==> config.mk <==
export PLATFORM = sky130hd
export DESIGN_NAME = id_ex_stage
export DESIGN_NICKNAME = d
export VERILOG_FILES = /design/src/rtl/id_ex_stage.sv
export SDC_FILE = /design/constraint.sdc
export NUM_CORES = 1
export LEC_CHECK = 0
export BUFFER_PORTS_ARGS = -buffer_cell sky130_fd_sc_hd__buf_2
export CORE_ASPECT_RATIO = 1.25
export CORE_MARGIN = 2
export CORE_UTILIZATION = 52
export DETAILED_ROUTE_END_ITERATION = 8
export GPL_ROUTABILITY_DRIVEN = 0
export GPL_TIMING_DRIVEN = 0
export MAX_ROUTING_LAYER = met4
export PLACE_DENSITY = 0.78
export RECOVER_POWER = 50
export SYNTH_ARGS = -nofsm -noshare
export SYNTH_HDL_FRONTEND = slang
export SYNTH_SLANG_ARGS = --single-unit
==> constraint.sdc <==
create_clock -name clk_i -period 2.26 [get_ports clk_i]
set_input_delay 0.452 -clock clk_i [delete_from_list [all_inputs] [get_ports clk_i]]
set_output_delay 0.452 -clock clk_i [all_outputs]
set_load 0.01 [all_outputs]
==> src/rtl/id_ex_stage.sv <==
// ID/EX pipeline stage: operand select plus a two-entry (main + skid) elastic buffer.
// Define ID_EX_FWD_EN to forward the EX/MEM result into rs1/rs2 at acceptance.
module id_ex_stage #(
  parameter int DATA_W = 32
) (
  input  logic              clk_i,
  input  logic              rst_ni,
  input  logic              in_valid_i,
  output logic              in_ready_o,
  input  logic [4:0]        rs1_addr_i,
  input  logic [4:0]        rs2_addr_i,
  input  logic [DATA_W-1:0] rs1_data_i,
  input  logic [DATA_W-1:0] rs2_data_i,
  input  logic [DATA_W-1:0] imm_i,
  input  logic [DATA_W-1:0] pc_i,
  input  logic              use_pc_i,
  input  logic              use_imm_i,
  input  logic [3:0]        alu_op_i,
  input  logic [4:0]        rd_i,
  input  logic              fwd_valid_i,
  input  logic [4:0]        fwd_rd_i,
  input  logic [DATA_W-1:0] fwd_data_i,
  input  logic              flush_i,
  output logic              ex_valid_o,
  input  logic              ex_ready_i,
  output logic [DATA_W-1:0] a_o,
  output logic [DATA_W-1:0] b_o,
  output logic [3:0]        op_o,
  output logic [4:0]        rd_o,
  output logic [DATA_W-1:0] pc_o
);

  typedef struct packed {
    logic [DATA_W-1:0] a;
    logic [DATA_W-1:0] b;
    logic [DATA_W-1:0] pc;
    logic [3:0]        op;
    logic [4:0]        rd;
  } entry_t;

  typedef enum logic [1:0] {EMPTY = 2'd0, ONE = 2'd1, FULL = 2'd2} state_t;

  state_t            state, state_nxt;
  entry_t            cap_p0, main_p1, skid_p1;
  logic [DATA_W-1:0] rs1_fwd, rs2_fwd;
  logic              accept, issue;

`ifdef ID_EX_FWD_EN
  function automatic logic [DATA_W-1:0] fwd_sel(input logic [4:0]        addr,
                                                input logic [DATA_W-1:0] data);
    fwd_sel = (fwd_valid_i && (fwd_rd_i != 5'd0) && (fwd_rd_i == addr)) ? fwd_data_i : data;
  endfunction

  assign rs1_fwd = fwd_sel(rs1_addr_i, rs1_data_i);
  assign rs2_fwd = fwd_sel(rs2_addr_i, rs2_data_i);
`else
  // Forwarding compiled out: the bypass inputs stay on the port list but go nowhere.
  logic unused_fwd;
  assign unused_fwd = ^{fwd_valid_i, fwd_rd_i, fwd_data_i, rs1_addr_i, rs2_addr_i};
  assign rs1_fwd    = rs1_data_i;
  assign rs2_fwd    = rs2_data_i;
`endif

  // Stage p0: operand selection for the entry presented this cycle
  always_comb begin
    cap_p0    = '0;
    cap_p0.a  = use_pc_i  ? pc_i  : rs1_fwd;
    cap_p0.b  = use_imm_i ? imm_i : rs2_fwd;
    cap_p0.pc = pc_i;
    cap_p0.op = alu_op_i;
    cap_p0.rd = rd_i;
  end

  assign accept = in_valid_i && in_ready_o;
  assign issue  = ex_valid_o && ex_ready_i;

  always_ff @(posedge clk_i or negedge rst_ni) begin
    if (!rst_ni) state <= EMPTY;
    else         state <= state_nxt;
  end

  always_comb begin
    state_nxt = state;
    if (flush_i) begin
      state_nxt = EMPTY;
    end else begin
      unique case (state)
        EMPTY: if (accept) state_nxt = ONE;
        ONE: begin
          if (accept && !issue)      state_nxt = FULL;
          else if (!accept && issue) state_nxt = EMPTY;
        end
        FULL:    if (issue) state_nxt = ONE;
        default: state_nxt = EMPTY;
      endcase
    end
  end

  // Handshake flags come from state alone, never from inputs.
  always_comb begin
    in_ready_o = (state != FULL);
    ex_valid_o = (state != EMPTY);
  end

  // Stage p1: main/skid storage; a flush captures nothing
  always_ff @(posedge clk_i or negedge rst_ni) begin
    if (!rst_ni) begin
      main_p1 <= '0;
      skid_p1 <= '0;
    end else if (!flush_i) begin
      unique case (state)
        EMPTY: if (accept) main_p1 <= cap_p0;
        ONE: begin
          if (accept && issue) main_p1 <= cap_p0;
          else if (accept)     skid_p1 <= cap_p0;
        end
        FULL:    if (issue) main_p1 <= skid_p1;
        default: ;
      endcase
    end
  end

  assign a_o  = main_p1.a;
  assign b_o  = main_p1.b;
  assign op_o = main_p1.op;
  assign rd_o = main_p1.rd;
  assign pc_o = main_p1.pc;

endmodule

; ---- Word level (Yosys, flattened, before mapping)
; Cells that the tools add are included.
; W data, S select, Z words.
[word_totals]
elab_cells = 47
output_inout_bits = 107
inputBits = 192
ff_bits = 212
[classes]
reduce_logical = 13
eq_ne = 9
mux = 12
bitwise = 2
[op_table]
columns = operator, n
row1 = $mux W105, 3
row2 = $pmux W105 S3, 1
row3 = $mux W32, 2
row4 = $mux W2, 5
row5 = $ne A2 B2 Y1 const B, 4
row6 = $ne A3 B3 Y1 const B, 2
row7 = $pmux W2 S3, 1
row8 = $logic_and A1 B1 Y1, 5
row9 = $reduce_and A5 Y1, 1
row10 = $ne A4 B4 Y1 const B, 1
row11 = $reduce_and A4 Y1, 1
row12 = $reduce_and A3 Y1, 1
row13 = $reduce_bool A3 Y1, 1
row14 = $eq A2 B1 Y1 const B, 1
row15 = $eq A2 B2 Y1 const B, 1
row16 = $logic_not A1 Y1, 2
row17 = $logic_not A2 Y1, 1
row18 = $not A1 Y1, 2
row19 = $reduce_bool A2 Y1, 1

; ---- Longest topological paths before layout
[logic_depth]
ltp_word = 8
ltp_mapped = 7
ltp_nobuf = 5

; ---- Worst setup path before layout
; Ideal clock, no wire load.
[synth_path]
path_kind = input port to flip-flop
start = input port in_valid_i
end = register main_p1, in the netlist b_o[0]
n_path_buf = 2
t_arrival_ps = 1522
setup_time_ps = 127
slack_ps = 610
t_required_ps = 2133
cell_stages = 6
cell_sequence = nor2b_2 > nand2_1 > a21oi_4 > buf_6 > buf_6 > mux2_1
[synth_between]
elab_chain_len = 4
word_cells_on_any_way = 5
cone_classes = 2 x eq/ne / 3 x reduce/logical
[synth_rtl]
columns = element, line_no
row1 = from (decl), 8  ; input logic in_valid_i,
row2 = $logic_and A1 B1 Y1 *, 74  ; assign accept = in_valid_i && in_ready_o;
row3 = $logic_and A1 B1 Y1, 114  ; if (accept && issue) main_p1 <= cap_p0;
row4 = $ne A2 B2 Y1 (no line), --
row5 = $reduce_and A5 Y1 (no line) *, --
row6 = to (signal assigned), 112  ; EMPTY: if (accept) main_p1 <= cap_p0;
row7 = to (signal assigned), 114
row8 = to (signal assigned), 117  ; FULL: if (issue) main_p1 <= skid_p1;
row9 = to (decl), 44  ; entry_t cap_p0, main_p1, skid_p1;
; Every way passes the cells marked *; elsewhere a longest branch is shown, timed or not.
; A chain may end at the register's enable or synchronous reset.

; ---- Worst setup path in the final report
[layout_path]
start = register state[1]
end = output port in_ready_o
[layout_between]
elab_chain_len = 1
[layout_rtl]
columns = element, line_no
row1 = from (decl), 43  ; state_t state, state_nxt;
row2 = from (signal assigned), 79  ; else state <= state_nxt;
row3 = $ne A2 B2 Y1, 101  ; in_ready_o = (state != FULL);
row4 = to (decl), 9  ; output logic in_ready_o,
; Every way passes these cells.

==> results by group <==
Outcome
  – Outcome: finished, final reports clean

Global route
  – Overflow after GRT: 0
  – Vias in the first global route: 7800
  – Total track usage: 25.6%
  – Pin count of the biggest net entering global routing: 123
  – First-pass GRT wire length: 39400 um
  – Initial antenna violation count: 1

Drt
  – Met3 routed WL: 1350 um
  – DRC violations left: 0
  – Routed WL: 24600 um
  – DR pass1 iterations: 4
  – Met1 WL: 10100 um
  – Via count: 7532
  – Antenna Violating Nets Remaining: 0
  – Initial drt markers: 364
  – Met2 WL post-DR: 12400 um
  – WL per Instance: 17.6 um
  – DR vias/cell: 5.40
  – Top Metal Used: met4

Timing
  – Setup WS post-layout: 0.108 ns
  – Crit path time final: 2.15 ns
  – Setup Viol. Count Final: 0
  – Slew @ Worst Pin: 0.706 ns
  – Fin crit share: 95.2%
  – Hold Vio Cnt, Final: 0
  – RSZ-0062 raised after global routing: no
  – Max-slew headroom: 52.9%
  – TNS Setup: 0 ns
  – Max Slew Vio Count: 0
  – Clock Skews: 0.00689 ns
  – Fmax: 0.465 GHz

Logic synthesis
  – Simple-Gate Fraction of Synth Area: 10.5%
  – Adder-Cell Fraction of Synth Area: 0%
  – Cell count after synthesis: 877
  – Syn. warnings: 0
  – Mapped Area: 0.00962 mm2
  – Compound-Gate Fraction of Synth Area: 7.10%
  – Xor and xnor fraction of the mapped netlist area: 0%
  – Yosys cell types: 24
  – Mux contribution to synthesized area: 23.7%
  – Largest family of logic cells by synthesized area: multiplexers
  – Synth Register Bits: 212
  – Post-synthesis sequential area ratio: 55.1%
  – Avg Cell Area, Syn: 11.0 um2
  – Synthesized Nets: 1069

Final layout
  – Share of cells above drive strength 1: 27.9%
  – Syn-to-layout area delta: 22.7%
  – Final std cells w/o fill: 1395
  – FF/Latch Area: 0.00531 mm2
  – Filler cells: 1462
  – Layout net count: 1342
  – Multi-input logic area: 0.00398 mm2

Clocking
  – CTS buffer count: 22
  – Sink Count: 212
  – H-tree Lvls: 1
  – Clock Tree Root: clkbuf_16
  – Clk buf depth: 3
  – Reg clk slew, reported paths: 0.06 ns
  – Post-CTS Setup Bufs: 0
  – Clk Latency, worst-skew pair: 0.50 ns
  – TritonCTS clock tree: yes

Place
  – IO Port Bufs: 248
  – Pre-CTS WS: 0.132 ns
  – # placed instances: 1354
  – Post-DP HPWL: 17500 um

Pwr
  – P_int: 8.03 mW
  – Pleak: 5.47 nW
  – Register share of total power: 47.4%
  – Combinational power share: 19.4%
  – Pwr/cell area: 943 mW/mm2
  – VDD IR max: 0.000662 V
  – Clock share of power: 33.2%
  – Switching Fraction: 27.9%
  – NetSw: 3.11 mW

Floorplan
  – Die ar.: 0.0196 mm2
  – Core ar.: 0.0181 mm2
  – Initial Utilization: 53.2%
  – # rows: 55
  – Die H: 156 um
  – I/O Pins: 299
  – Die W: 126 um

Run
  – Max_cap viols: 0

Critical path
  – Critical path class: flip-flop to output pin
  – Critical Path Sink Type: output pin
  – Arr. time, crit path: 1.70 ns
  – Critical path fanouts, max: 15
  – Startpoint Class: flip-flop
  – Worst EP required: 1.81 ns

Worst hold path
  – Hold Path Class: primary input to flip-flop
[area by class of cell]
class / instances / share of cell area, %
Antenna cell: 1 / 0.0212
Buffer: 59 / 2.75
Clock buffer: 36 / 5.63
Clock inverter: 4 / 0.636
Inverter: 1 / 0.0530
Multi-Input combinational cell: 604 / 33.7
Sequential cell: 212 / 44.9
Tap cell: 228 / 2.42
Timing Repair Buffer: 250 / 9.81
[path summary, 6_finish.rpt]
check | startpoint | end | slack, ns | cells past startpoint
min in group asynchronous | rst_ni | b_o[24] | 0.54 | 2
setup reg to reg | state[1] | skid_p1[104] | 0.30 | 5
hold reg to reg | pc_o[2] | pc_o[2] | 0.48 | 1
hold / removal | ex_ready_i | state[1] | 0.17 | 2
max in group asynchronous | rst_ni | skid_p1[104] | 0.68 | 3
setup / recovery | state[1] | in_ready_o | 0.11 | 4
[power by group through the flow]
stage	clock, mW	combinational (mW)	sequential, mW
6_report	3.69	2.16	5.28
5_1_grt	3.89	2.39	5.41
4_1_cts	3.75	2.30	5.26
3_5_place_dp	0	2.28	5.32
3_3_place_gp	0	2.20	5.27
2_1_floorplan	0	1.14	5.44
[routing by layer]
metal,vias up,global-route usage (%)
li1,3521,-
met1,3740,31.2
met2,225,44.3
met3,46,3.64
met4,0,7.94
met5,-,-
[synthesized netlist by cell type]
| master | instances | area (um2) |
|---|---|---|
| a21oi_1 | 66 | 330 |
| a21oi_4 | 1 | 16.3 |
| buf_1 | 1 | 3.75 |
| buf_2 | 41 | 205 |
| buf_4 | 2 | 15.0 |
| buf_6 | 6 | 67.6 |
| clkbuf_1 | 10 | 37.5 |
| dfrtp_1 | 212 | 5310 |
| inv_2 | 1 | 3.75 |
| mux2_1 | 50 | 563 |
| mux2_2 | 96 | 1080 |
| mux2i_1 | 64 | 641 |
| nand2_1 | 189 | 709 |
| nand2b_2 | 1 | 8.76 |
| nand3b_1 | 1 | 7.51 |
| nor2_1 | 65 | 244 |
| nor2b_1 | 1 | 6.26 |
| nor2b_2 | 1 | 8.76 |
| nor3_1 | 1 | 5.00 |
| nor3b_4 | 1 | 18.8 |
| o21a_1 | 1 | 7.51 |
| o21ai_0 | 64 | 320 |
| o22a_1 | 1 | 8.76 |
| or2_2 | 1 | 6.26 |
[worst max-delay path, cell delays in order (launching register included)]
cell and delay [ns]:
dfrtp_1 0.43, nor2b_1 0.15, buf_2 0.21, inv_4 0.23, buf_2 0.18
[what timing repair did]
action                     in CTS  in global routing
hold endpoints to repair       44                  0
resized for setup               1                  0
setup endpoints to repair       1                  0
hold buffers                    1                  0
[stage by stage]
stage | instance area [um2] | power, mW | hold slack (ns) | util [%]
final | 11800 | 11.1 | 0.171 | 65.2
after global routing | 11800 | 11.7 | 0.176 | 65.2
after CTS | 11900 | 11.3 | 0.146 | 65.9
after detailed placement | 11200 | 7.61 | 0.469 | 61.8
after global placement | 11100 | 7.47 | 0.463 | 61.6
after floorplan | 9620 | 6.58 | 0.156 | -
[cells by family after synthesis]
logic type             after synthesis
and+or+nand+nor                    261
AOI/OAI and AO/OA                  133
buffers and inverters               61
muxes                              210
DFF                                212
[cells in the final DEF (no fill, tap or decap), drive strengths merged]
cell type	instances
nor3b	1
dfrtp	212
or2	1
inv	1
nor3	1
nand2b	1
mux2	146
buf	193
o22a	1
bufinv	2
diode	1
dlygate4sd3	1
o21ai	64
mux2i	64
nor2	65
a21oi	67
o21a	1
nand3b	1
nand2	189
clkbuf	151
clkinvlp	2
nor2b	2
[state kept, by name, indices dropped and copies added, names as in the netlist]
register  cells
a_o          32
skid_p1     105
op_o          4
state         2
pc_o         32
b_o          32
rd_o          5
No activity file was read; power rests on OpenSTA's default activity.
